`src/rtl/cct_request_arbiter.sv`:
```
// Round-robin arbiter sharing one CCT-to-XYZ converter between two requesters; grant->start 1 cycle,
// result edge->rsp 1 cycle, timeout abandons a silent conversion. No queuing: requesters hold req_valid until req_ready.
module cct_request_arbiter #(
  parameter int unsigned TIMEOUT_CYCLES = 64
) (
  input  logic        clk,
  input  logic        rst,
  input  logic [1:0]  req_valid,
  input  logic [15:0] req0_cct,
  input  logic [15:0] req1_cct,
  output logic [1:0]  req_ready,
  output logic [15:0] conv_cct,
  output logic        conv_cct_valid,
  input  logic [95:0] conv_xyz,
  input  logic        conv_xyz_valid,
  output logic [95:0] rsp_xyz,
  output logic [1:0]  rsp_valid,
  output logic        rsp_timeout,
  output logic        rsp_id,
  output logic        busy
);

  typedef enum logic [1:0] {IDLE, ISSUE, WAIT, DONE} state_t;

  localparam logic [15:0] TIMER_LAST = 16'(TIMEOUT_CYCLES - 1);

  state_t      state_q, state_d;
  logic [15:0] timer_q, timer_d;
  logic [15:0] cct_q, cct_d;
  logic [95:0] xyz_q, xyz_d;
  logic        id_q, id_d;
  logic        ptr_q, ptr_d;
  logic        valid_q;

  logic        result_evt;
  logic        grant_idx;
  logic [1:0]  ready_c;
  logic [1:0]  rsp_valid_c;
  logic        start_c;
  logic        timeout_c;

  // Only a fresh rising edge counts, so a level held over from the last result is not re-captured.
  assign result_evt = conv_xyz_valid & ~valid_q;
  assign grant_idx  = (req_valid == 2'b11) ? ~ptr_q : req_valid[1];

  always_comb begin
    state_d     = state_q;
    timer_d     = timer_q;
    cct_d       = cct_q;
    xyz_d       = xyz_q;
    id_d        = id_q;
    ptr_d       = ptr_q;
    ready_c     = 2'b00;
    rsp_valid_c = 2'b00;
    start_c     = 1'b0;
    timeout_c   = 1'b0;
    case (state_q)
      IDLE: begin
        if (|req_valid) begin
          ready_c = grant_idx ? 2'b10 : 2'b01;
          cct_d   = grant_idx ? req1_cct : req0_cct;
          id_d    = grant_idx;
          ptr_d   = grant_idx;
          state_d = ISSUE;
        end
      end
      ISSUE: begin
        start_c = 1'b1;
        timer_d = 16'd0;
        state_d = WAIT;
      end
      WAIT: begin
        if (result_evt) begin
          xyz_d   = conv_xyz;
          state_d = DONE;
        end else if (timer_q == TIMER_LAST) begin
          timeout_c = 1'b1;
          state_d   = IDLE;
        end else begin
          timer_d = timer_q + 16'd1;
        end
      end
      DONE: begin
        rsp_valid_c = id_q ? 2'b10 : 2'b01;
        state_d     = IDLE;
      end
      default: state_d = IDLE;
    endcase
  end

  always_ff @(posedge clk) begin
    if (rst) begin
      state_q <= IDLE;
      timer_q <= 16'd0;
      cct_q   <= 16'd0;
      xyz_q   <= 96'd0;
      id_q    <= 1'b0;
      ptr_q   <= 1'b1;
      valid_q <= 1'b0;
    end else begin
      state_q <= state_d;
      timer_q <= timer_d;
      cct_q   <= cct_d;
      xyz_q   <= xyz_d;
      id_q    <= id_d;
      ptr_q   <= ptr_d;
      valid_q <= conv_xyz_valid;
    end
  end

  // Strobes are masked by rst so they read idle for the whole time reset is held.
  assign req_ready      = rst ? 2'b00 : ready_c;
  assign conv_cct_valid = ~rst & start_c;
  assign rsp_valid      = rst ? 2'b00 : rsp_valid_c;
  assign rsp_timeout    = ~rst & timeout_c;
  assign busy           = ~rst & (state_q != IDLE);
  assign conv_cct       = cct_q;
  assign rsp_xyz        = xyz_q;
  assign rsp_id         = id_q;

endmodule
```
`config.mk`:
```
export PLATFORM = sky130hd
export DESIGN_NAME = cct_request_arbiter
export DESIGN_NICKNAME = d
export VERILOG_FILES = /design/src/rtl/cct_request_arbiter.sv
export SDC_FILE = /design/constraint.sdc
export NUM_CORES = 1
export LEC_CHECK = 0
export BUFFER_PORTS_ARGS = -buffer_cell sky130_fd_sc_hd__buf_2
export CORE_MARGIN = 3
export CORE_UTILIZATION = 41
export CTS_CLUSTER_DIAMETER = 30
export CTS_CLUSTER_SIZE = 25
export DETAILED_ROUTE_END_ITERATION = 16
export GPL_ROUTABILITY_DRIVEN = 0
export GPL_TIMING_DRIVEN = 0
export PLACE_DENSITY = 0.74
export SYNTH_ARGS = -nofsm -noshare
export SYNTH_HDL_FRONTEND = slang
export SYNTH_SLANG_ARGS = --single-unit
export TNS_END_PERCENT = 10
```
`constraint.sdc`:
```
create_clock -name clk -period 1.9 [get_ports clk]
set_input_delay 0.285 -clock clk [delete_from_list [all_inputs] [get_ports clk]]
set_output_delay 0.285 -clock clk [all_outputs]
set_load 0.02 [all_outputs]
```
==> results of run 1 <==
==> flip-flops by register name, summed over array words and instances (netlist names) <==
signal / cells
valid_q: 1
timer_q: 16
state_q: 2
rsp_id: 1
rsp_xyz: 96
ptr_q: 1
conv_cct: 16
==> cells in the final DEF (no fill, tap or decap), types with 2 or more instances in the layout <==
master | synthesis | routed
a211oi_1 | 14 | 14
a21oi_1 | 106 | 106
a222oi_1 | 2 | 2
buf_2 | 4 | 257
buf_4 | 1 | 5
bufinv_16 | 0 | 6
clkbuf_1 | 33 | 29
clkbuf_16 | 0 | 17
clkbuf_2 | 0 | 5
clkbuf_8 | 0 | 2
clkinv_2 | 0 | 2
clkinv_4 | 0 | 2
dfxtp_1 | 133 | 126
dfxtp_2 | 0 | 6
inv_1 | 6 | 6
mux2i_1 | 15 | 15
nand2_1 | 206 | 204
nand2_2 | 0 | 2
nand2b_1 | 2 | 2
nand3_1 | 11 | 10
nand4_1 | 6 | 6
nor2_1 | 24 | 23
nor2_4 | 1 | 2
nor2b_1 | 4 | 4
nor4_1 | 4 | 3
nor4_4 | 0 | 3
o211ai_1 | 3 | 3
o21ai_0 | 3 | 2
o311ai_1 | 0 | 3
o41ai_1 | 3 | 3
or4_1 | 6 | 6
==> worst max-delay path by stage <==
stage                             start                        to  cells past startpoint
2_1_floorplan   timer_q[0]$_SDFFE_PP0P_  timer_q[13]$_SDFFE_PP0P_                      7
3_3_place_gp             conv_xyz_valid  rsp_xyz[61]$_SDFFE_PP0P_                      7
3_5_place_dp             conv_xyz_valid  rsp_xyz[61]$_SDFFE_PP0P_                      7
4_1_cts        timer_q[14]$_SDFFE_PP0P_               rsp_timeout                      4
5_1_grt         timer_q[0]$_SDFFE_PP0P_  timer_q[13]$_SDFFE_PP0P_                      8
6_report        timer_q[5]$_SDFFE_PP0P_  timer_q[13]$_SDFFE_PP0P_                      7
==> metal layers <==
metal / up-vias / global-route usage / part of all wire
li1: 2671 / - / -
met1: 2381 / 0.2548 / 0.41
met2: 221 / 0.3665 / 0.48
met3: 18 / 0.07249 / 0.096
met4: 0 / 0.09098 / 0.015
met5: - / 0 / 0
==> worst max-delay path, stage by stage, from the launching register on <==
cell and delay, ns:
dfxtp_1 0.43, and4bb_1 0.28, nand4b_4 0.14, buf_4 0.19, and2_4 0.14, buf_6 0.13, and4_1 0.18, a311o_1 0.31
==> power by group through the flow <==
stage          combinational, mW  clock (mW)  sequential [mW]
6_report                   0.897        3.75             2.98
5_1_grt                    0.990        3.94             3.00
4_1_cts                    0.903        3.80             2.98
3_5_place_dp               0.887           0             3.04
3_3_place_gp               0.882           0             3.04
2_1_floorplan              0.365           0             3.17
==> per-stage QoR <==
step / hold WS (ns) / power [mW] / utilization / setup WS (ns) / setup TNS (ns)
finish: 0.09614 / 7.636 / 0.6257 / -0.02565 / -0.02565
global route: 0.08718 / 7.924 / 0.6257 / -0.06477 / -0.3884
CTS: 0.06810 / 7.689 / 0.6239 / -0.005523 / -0.008157
detailed placement: 0.4430 / 3.924 / 0.5565 / -0.2762 / -11.47
global placement: 0.4388 / 3.919 / 0.5565 / -0.2524 / -10.25
floorplan: 0.4132 / 3.538 / - / 0.03341 / 0
==> cell type report <==
cell class                      instances  area (sq um)  area share
Sequential cell                       133          2674      0.3634
Multi-Input combinational cell        440          2307      0.3136
Timing Repair Buffer                  254          1281      0.1741
Clock buffer                           20         456.7     0.06206
Clock inverter                         12         224.0     0.03044
Tap cell                              164         205.2     0.02789
Buffer                                 42         183.9     0.02500
Inverter                                7         26.28    0.003571
==> what timing repair did <==
item                                    CTS  global route
endpoints found under the setup margin   67            22
pin swaps                                 3             2
gates resized for setup                  30            10
buffers inserted                          2             0
==> logic make-up (layout without fill, tap and decap cells) <==
group           after synthesis  after routing  share of synthesized area
flops                       133            133                     0.5249
compound gates              144            144                     0.1640
simple gates                280            280                     0.2388
buf+inv                      50            335                    0.04021
mux                          15             15                    0.02960
fa+ha+maj                     1              1                   0.002466
==> metrics.txt, run 1 <==
Antenna diodes 0; CTS tree built; Final Hold Viols 0; Yosys reg bits 133; clk_skew approximately 0.0085 ns; setup violators final 1; Max Cap Viol 0; dpl cell area around 6500 sq um; starting density of the core 0.4313; DR vias roughly 5.3k; mapped cell area between 5000 and 6000 sq um; reg2reg path depth 7; design area 7358 sq um; CTS Sinks ~130; Power Internal between 5 and 6 mW; wire per inst approximately 15 um; vias per inst a little under 5; Final Cycle Share 1.013; dominant cell type by area after synthesis dfxtp_1; WHS Endpoint conv_cct[15]$_SDFFE_PP0P_; CTS root buf clkbuf_16; required time worst endpoint between 2 and 2.5 ns; vias in the first global route 4724; cells after synthesis roughly 620; Sw Ratio 0.2427; global-route wire length before repair approximately 23000 um; syn avg cell area around 8.1 sq um; post-route insts no fill roughly 1.1k; PD cells a little over 1000 nW/um^2; Routed Antenna Nets 0; slew of the pin with the lowest slew margin between 0.6 and 0.7 ns; failing checks setup timing; Num CTS Buffers 17; reg2reg setup slack -0.03 ns; final WL 15820 um; Site Rows 39; combinational power share 0.118; synth cell count leaders nand2_1 (206), dfxtp_1 (133), a21oi_1 (106); Die Ht 117.2 um; maximum VDD drop between 0.6 and 0.7 mV; top-count cell post-synth nand2_1; fillers 1104; syn nets 757; Hold Path Stages 3; initial antenna violation count 0; top cell type's share of synthesized area 0.5249; port bufs ~250; reg2reg start timer_q[5]$_SDFFE_PP0P_; Cells after DPL 1039; top area cells in the synthesized netlist dfxtp_1 (52%), nand2_1 (15%), a21oi_1 (10%); number of I/O pins around 250; Max FO, Critical Path 9; # DRC 0; maximum clock frequency about 0.52 GHz; CP endpoint kind flip-flop; worst r2r dst timer_q[13]$_SDFFE_PP0P_; Hold-fix buffers, CTS 0; gr usage total 0.2181; post-synthesis sequential area ratio 0.5249; Reg power frac 0.391; nets@finish just over 1k; Hold Path Class in2reg; status finished with violations; switching pwr around 1.9 mW; Die Width ~120 um; layout cells sized above 1 0.3579; die area ~14000 sq um; worst relative slew slack 0.5371; Synth Warn # 0; core area between 10000 and 15000 sq um; Final Critical Period 1.926 ns; Arrival @ worst endpoint approximately 2.2 ns; P&R area growth vs syn 45.07%; hold_sp req1_cct[15]; Unique masters post-synth 47; Async SR Flop Fraction 0; CTS max path bufs 2; unrepaired setup endpoints after global routing true; type of origin of the critical path flip-flop; Pins Over Slew Limit 0; worst skew pair latency between 0.4 and 0.5 ns; total grt overflow 0; final worst slack -0.02565 ns; largest net degree at the start of global routing 17; DP HPWL between 10000 and 15000 um; EDFF count, synth 0; htree depth 4; Iter 0 DRT Violations approximately 290; critical path type reg2reg; Synth Flop Type dfxtp_1; Clk pwr share 0.492; first drt pass iteration count 4; CTS clk-pin slew, worst paths 0.06 ns; Leak between 3 and 4 nW
(Power assumes the default switching activity.)
==> run 2: changes to the inputs <==
- CTS_CLUSTER_SIZE: 25 -> 30
- REMOVE_ABC_BUFFERS: default -> 1
==> run 2 against run 1 <==
Net effect: global-route usage shrank 2.4 points; cell count shrank 3.2%; worst hold slack gained 0.011 ns; clock-buffer cell count grew 1; the flow still finishes with violations (setup timing).
==> metrics.txt, run 2 (synthesis gave the netlist of run 1 again) <==
status finished with violations; Die Ht 117.2 um (unchanged); post-route insts no fill 1038 (-3.2%); Hold Path Class in2reg; dpl cell area 6456 sq um (-1.4%); Pins Over Slew Limit 0 (unchanged); CTS tree built; Iter 0 DRT Violations 474 (+66%); Hold Path Stages 2 (-1); CTS clk-pin slew, worst paths 0.06 ns (about the same); slowest cell on the critical path nor4_4; layout cells sized above 1 0.3661 (+0.008203); final WL 14720 um (-6.9%); gr usage total 0.1944 (-0.02368); reg2reg start timer_q[8]$_SDFFE_PP0P_; WHS Endpoint valid_q$_SDFF_PP0_; global-route wire length before repair 21070 um (-9.0%); maximum VDD drop 0.4462 mV (-28%); Final Hold Viols 0 (unchanged); initial antenna violation count 0 (unchanged); P&R area growth vs syn 42.58%; final worst slack -0.02402 ns (+0.001630 ns); required time worst endpoint 1.62 ns (-0.58 ns); Die Width 117.2 um (unchanged); Antenna diodes 0 (unchanged); DP HPWL 10220 um (-14%); Setup WS pre-CTS -0.3982 ns (-0.1219 ns); setup TNS -0.02402 ns (+0.001630 ns); GRT Max-Usage Layer met2; Global Route met1 Usage 0.2359 (-0.01893); CP max stage delay 0.37 ns (-0.06 ns); nets@finish 995 (-3.3%); Site Rows 39 (unchanged); CTS root buf clkbuf_16; Largest register FFs 96 (unchanged); CTS Sinks 133 (unchanged); vias in the first global route 4201 (-11%); critical path type reg2out; reg2reg path depth 6 (-1); design area 7232 sq um (-1.7%); worst r2r dst timer_q[13]$_SDFFE_PP0P_; Arrival @ worst endpoint 1.64 ns (-0.58 ns); GR Layer Usage met3 0.05758 (-0.01491); CP endpoint kind output port; most common cell after layout, fill and taps aside buf_2; clk_skew 0.008208 ns (-0.0002634 ns); core area 11760 sq um (unchanged); slew of the pin with the lowest slew margin 0.5493 ns (-0.1450 ns); Num CTS Buffers 17 (unchanged); Final Critical Period 1.924 ns (-0.001630 ns); worst relative slew slack 0.6338 (+0.09664); wire per inst 14.18 um (-3.9%); met2 Use GR 0.3326 (-0.03394); type of origin of the critical path flip-flop; failing checks setup timing; htree depth 4 (unchanged); DR vias 5066 (-4.3%); worst path cell trace nor4_4 -> nand4b_4 -> nor4_2 -> buf_4; CTS max path bufs 2 (unchanged); Final Cycle Share 1.013 (about the same); PD cells 992.5 nW/um^2 (-4.4%); first drt pass iteration count 7 (+3); commonest cells after routing, fill and taps aside buf_2 (250), nand2_1 (204), dfxtp_1 (126); Hold-fix buffers, CTS 0 (unchanged); Max FO, Critical Path 6 (-3); Max Cap Viol 0 (unchanged); unrepaired setup endpoints after global routing true; hold_ws 0.1072 ns (+0.01104 ns); Routed Antenna Nets 0 (unchanged); vias per inst 4.881 (-1.1%); number of I/O pins 253 (unchanged); worst skew pair latency 0.40 ns (-0.02 ns); # DRC 0 (unchanged); Leak 3.191 nW (-2.0%); crit path buf inv count 1 (-1); port bufs 252 (unchanged); Cells after DPL 999 (-3.8%); hold_sp conv_xyz_valid; starting density of the core 0.4313 (unchanged); setup violators final 1 (unchanged); total grt overflow 0 (unchanged); die area 13740 sq um (unchanged); largest net degree at the start of global routing 91 (+74); maximum clock frequency 0.5197 GHz (about the same); critical path's top delay family simple AND/OR/NAND/NOR gates; reg2reg setup slack 0.06 ns (+0.09 ns)
[run 2: worst max path at each step]
stage                            start                         to  slack, ns  depth (start not counted)
5_1_grt        timer_q[8]$_SDFFE_PP0P_                rsp_timeout      -0.11                          4
4_1_cts        timer_q[6]$_SDFFE_PP0P_                rsp_timeout      -0.08                          4
6_report       timer_q[8]$_SDFFE_PP0P_                rsp_timeout      -0.02                          4
3_5_place_dp                       rst  conv_cct[14]$_SDFFE_PP0P_      -0.40                          5
3_3_place_gp                       rst  conv_cct[15]$_SDFFE_PP0P_      -2.09                          5
2_1_floorplan       valid_q$_SDFF_PP0_    rsp_xyz[0]$_SDFFE_PP0P_      -0.63                          4
[run 2: per-stage QoR]
stage / utilization / power, mW
2_1_floorplan: - / 3.480
6_report: 0.6150 / 7.178
3_5_place_dp: 0.5490 / 3.886
3_3_place_gp: 0.5409 / 3.865
5_1_grt: 0.6150 / 7.467
4_1_cts: 0.6102 / 7.225
[run 2: cell type report]
type | count | area (sq um)
clock inverter | 11 | 148.9
clock buffer | 21 | 460.4
timing repair buffer | 262 | 1409
sequential | 133 | 2671
fill | 1073 | 4528
inverter | 7 | 30.03
multi-input combinational | 440 | 2307
tap | 164 | 205.2
[run 2: worst register-to-register path, stage by stage, from the launching register on]
cell and delay (ns):
dfxtp_2 0.35, nor4_4 0.37, nand4b_4 0.16, buf_4 0.17, and2_4 0.17, and4_1 0.20, a311o_1 0.30
[run 2: where the power goes]
group          internal (mW)  total (mW)  switching, mW  leakage (nW)
Combinational          0.342       0.875          0.534          1.82
Clock                   2.14        3.32           1.18         0.290
Sequential              2.92        2.98         0.0679          1.08
[run 2: routing by layer]
metal  share of wire  up-vias
met2            0.51      169
met3           0.067       12
li1                -     2605
met1            0.41     2280
met4           0.013        0
met5               0        -
[run 2: what timing repair did]
item | in CTS | in global routing
gates resized for setup | 16 | 15
buffers inserted | 4 | 3
pin swaps | 3 | 4
endpoints found under the setup margin | 18 | 51
==> run 3: changes to the inputs <==
- CORE_ASPECT_RATIO: default -> 2
==> run 3 against run 2 <==
Net effect: sequential cell count unchanged; wire length increased by 2.6%; the run still ends with setup timing left; sequential share of layout area increased by 0.37 points; final area decreased by 0.95%.
==> metrics.txt, run 3 (synthesis gave the netlist of run 1 again) <==
status finished with violations; failing checks setup timing; commonest cells after routing, fill and taps aside buf_2 (250), nand2_1 (204), dfxtp_1 (129); vias in the first global route 4676 (+11%); vias per inst 5.003 (+2.5%); Global Route met1 Usage 0.2228 (-0.01311); Die Width 84.65 um (-28%); Reg power frac 0.419 (+0.003); layout cells sized above 1 0.3635 (-0.002601); required time worst endpoint 1.62 ns (about the same); maximum clock frequency 0.5128 GHz (-1.3%); Cells after DPL 980 (-1.9%); CTS Sinks 133 (unchanged); die area 13820 sq um (+0.59%); Num CTS Buffers 17 (unchanged); GRT Max-Usage Layer met2; core area 11910 sq um (+1.3%); Multi-input gate area 2311 sq um (+0.16%); htree depth 4 (unchanged); switching pwr 1.876 mW (+5.3%); # DRC 0 (unchanged); CP endpoint kind output port; CTS max path bufs 2 (unchanged); Hold Path Class in2reg; starting density of the core 0.4258 (-0.005482); nets@finish 993 (-0.20%); Final Critical Period 1.950 ns (+0.02604 ns); reg2reg setup slack 0.08 ns (+0.02 ns); setup TNS -0.06372 ns (-0.03970 ns); total grt overflow 0 (unchanged); number of I/O pins 253 (unchanged); met2 Use GR 0.3619 (+0.02931); CTS clk-pin slew, worst paths 0.06 ns (about the same); P&R area growth vs syn 41.22%; Die Ht 163.3 um (+39%); wire per inst 14.82 um (+4.5%); reg2reg path depth 5 (-1); Max Cap Viol 0 (unchanged); Hold-fix buffers, CTS 0 (unchanged); final worst slack -0.05005 ns (-0.02604 ns); Final Cycle Share 1.026 (+0.01370); DR vias 5098 (+0.63%); fillers 1113 (+3.7%); Seq. cell area 2673 sq um (about the same); Routed Antenna Nets 0 (unchanged); type of origin of the critical path flip-flop; first drt pass iteration count 4 (-3); critical path type reg2out; Hold Path Stages 3 (+1); Final Hold Viols 0 (unchanged); most common cell after layout, fill and taps aside buf_2; largest net degree at the start of global routing 73 (-20%); worst skew pair latency 0.41 ns (about the same); gr usage total 0.2051 (+0.01064); Largest register FFs 96 (unchanged); unrepaired setup endpoints after global routing true; maximum VDD drop 0.7972 mV (+79%); Arrival @ worst endpoint 1.67 ns (+0.03 ns); clk_skew 0.007427 ns (-0.0007813 ns); DP HPWL 10530 um (+3.1%); Setup WS pre-CTS -0.3534 ns (+0.04474 ns); Leak 3.156 nW (-1.1%); combinational power share 0.122 (about the same); Max FO, Critical Path 5 (-1); port bufs 252 (unchanged); CTS root buf clkbuf_16; Clk pwr share 0.459 (-0.003); post-route insts no fill 1019 (-1.8%); global-route wire length before repair 22670 um (+7.6%); worst relative slew slack 0.6378 (+0.004038); final WL 15100 um (+2.6%); initial antenna violation count 2 (+2); Iter 0 DRT Violations 196 (-59%); setup violators final 2 (+1); Site Rows 56 (+44%); PD cells 991.2 nW/um^2 (-0.13%); Power Internal 5.224 mW (-3.2%); CTS tree built; Sw Ratio 0.2642 (+0.01600); slew of the pin with the lowest slew margin 0.5433 ns (-0.006058 ns); Pins Over Slew Limit 0 (unchanged); GR Layer Usage met3 0.05351 (-0.004075)
## run 3: changes by cell type in the layout (fill, tap and decap cells not counted), moves of 3 or more
cell	change
buf_4	-3
dfxtp_1	+3
dfxtp_2	-5
o311ai_0	+3
o311ai_1	-3
## run 3: power by group through the flow
stage / clock network [mW] / logic (mW) / registers [mW]
after floorplan: 0 / 0.306 / 3.17
after global placement: 0 / 0.835 / 3.03
after detailed placement: 0 / 0.850 / 3.03
after CTS: 3.32 / 0.862 / 2.98
after global routing: 3.46 / 0.954 / 2.99
final: 3.26 / 0.867 / 2.98
## run 3: final timing paths
| kind | start | end |
|---|---|---|
| worst max-delay path | timer_q[14]$_SDFFE_PP0P_ | rsp_timeout |
| worst min-delay path | req1_cct[15] | conv_cct[15]$_SDFFE_PP0P_ |
| worst max register to register | valid_q$_SDFF_PP0_ | timer_q[5]$_SDFFE_PP0P_ |
| worst min register to register | rsp_xyz[56]$_SDFFE_PP0P_ | rsp_xyz[56]$_SDFFE_PP0P_ |
## run 3: repair_timing
action                     4_1_cts  5_1_grt
resized for setup               18        9
buffers inserted                 4        0
pin swaps                        4        0
gates cloned                     0        1
setup endpoints to repair       19       63
## run 3: cell type report
| class | count | share of cell area |
|---|---|---|
| antenna | 2 | 0.0006987 |
| clock buffer | 19 | 0.06183 |
| tap | 145 | 0.02533 |
| inverter | 7 | 0.004192 |
| sequential | 133 | 0.3731 |
| multi-input combinational | 441 | 0.3226 |
| clock inverter | 13 | 0.02096 |
| timing repair buffer | 259 | 0.1913 |
## run 3: metal layers
layer / up-vias / wire (um) / share of wire
met5: - / 0 / 0
met2: 205 / 8043 / 0.53
met4: 0 / 518 / 0.034
met1: 2265 / 5553 / 0.37
li1: 2595 / - / -
met3: 33 / 984 / 0.065
## run 3: metrics by stage
stage,util,hold slack (ns),total power [mW],cell area [sq um]
after floorplan,-,0.3541,3.480,4895
after global routing,0.6014,0.09337,7.408,7163
after global placement,0.5320,0.4382,3.867,6337
after CTS,0.5979,0.08557,7.156,7122
final,0.6014,0.1059,7.100,7163
after detailed placement,0.5388,0.4429,3.885,6417
## run 3: worst max-delay path: stages, from the launching register on
cell and delay [ns]:
dfxtp_1 0.35, nor4_4 0.34, nand4b_4 0.18, nor4_2 0.19, buf_4 0.19
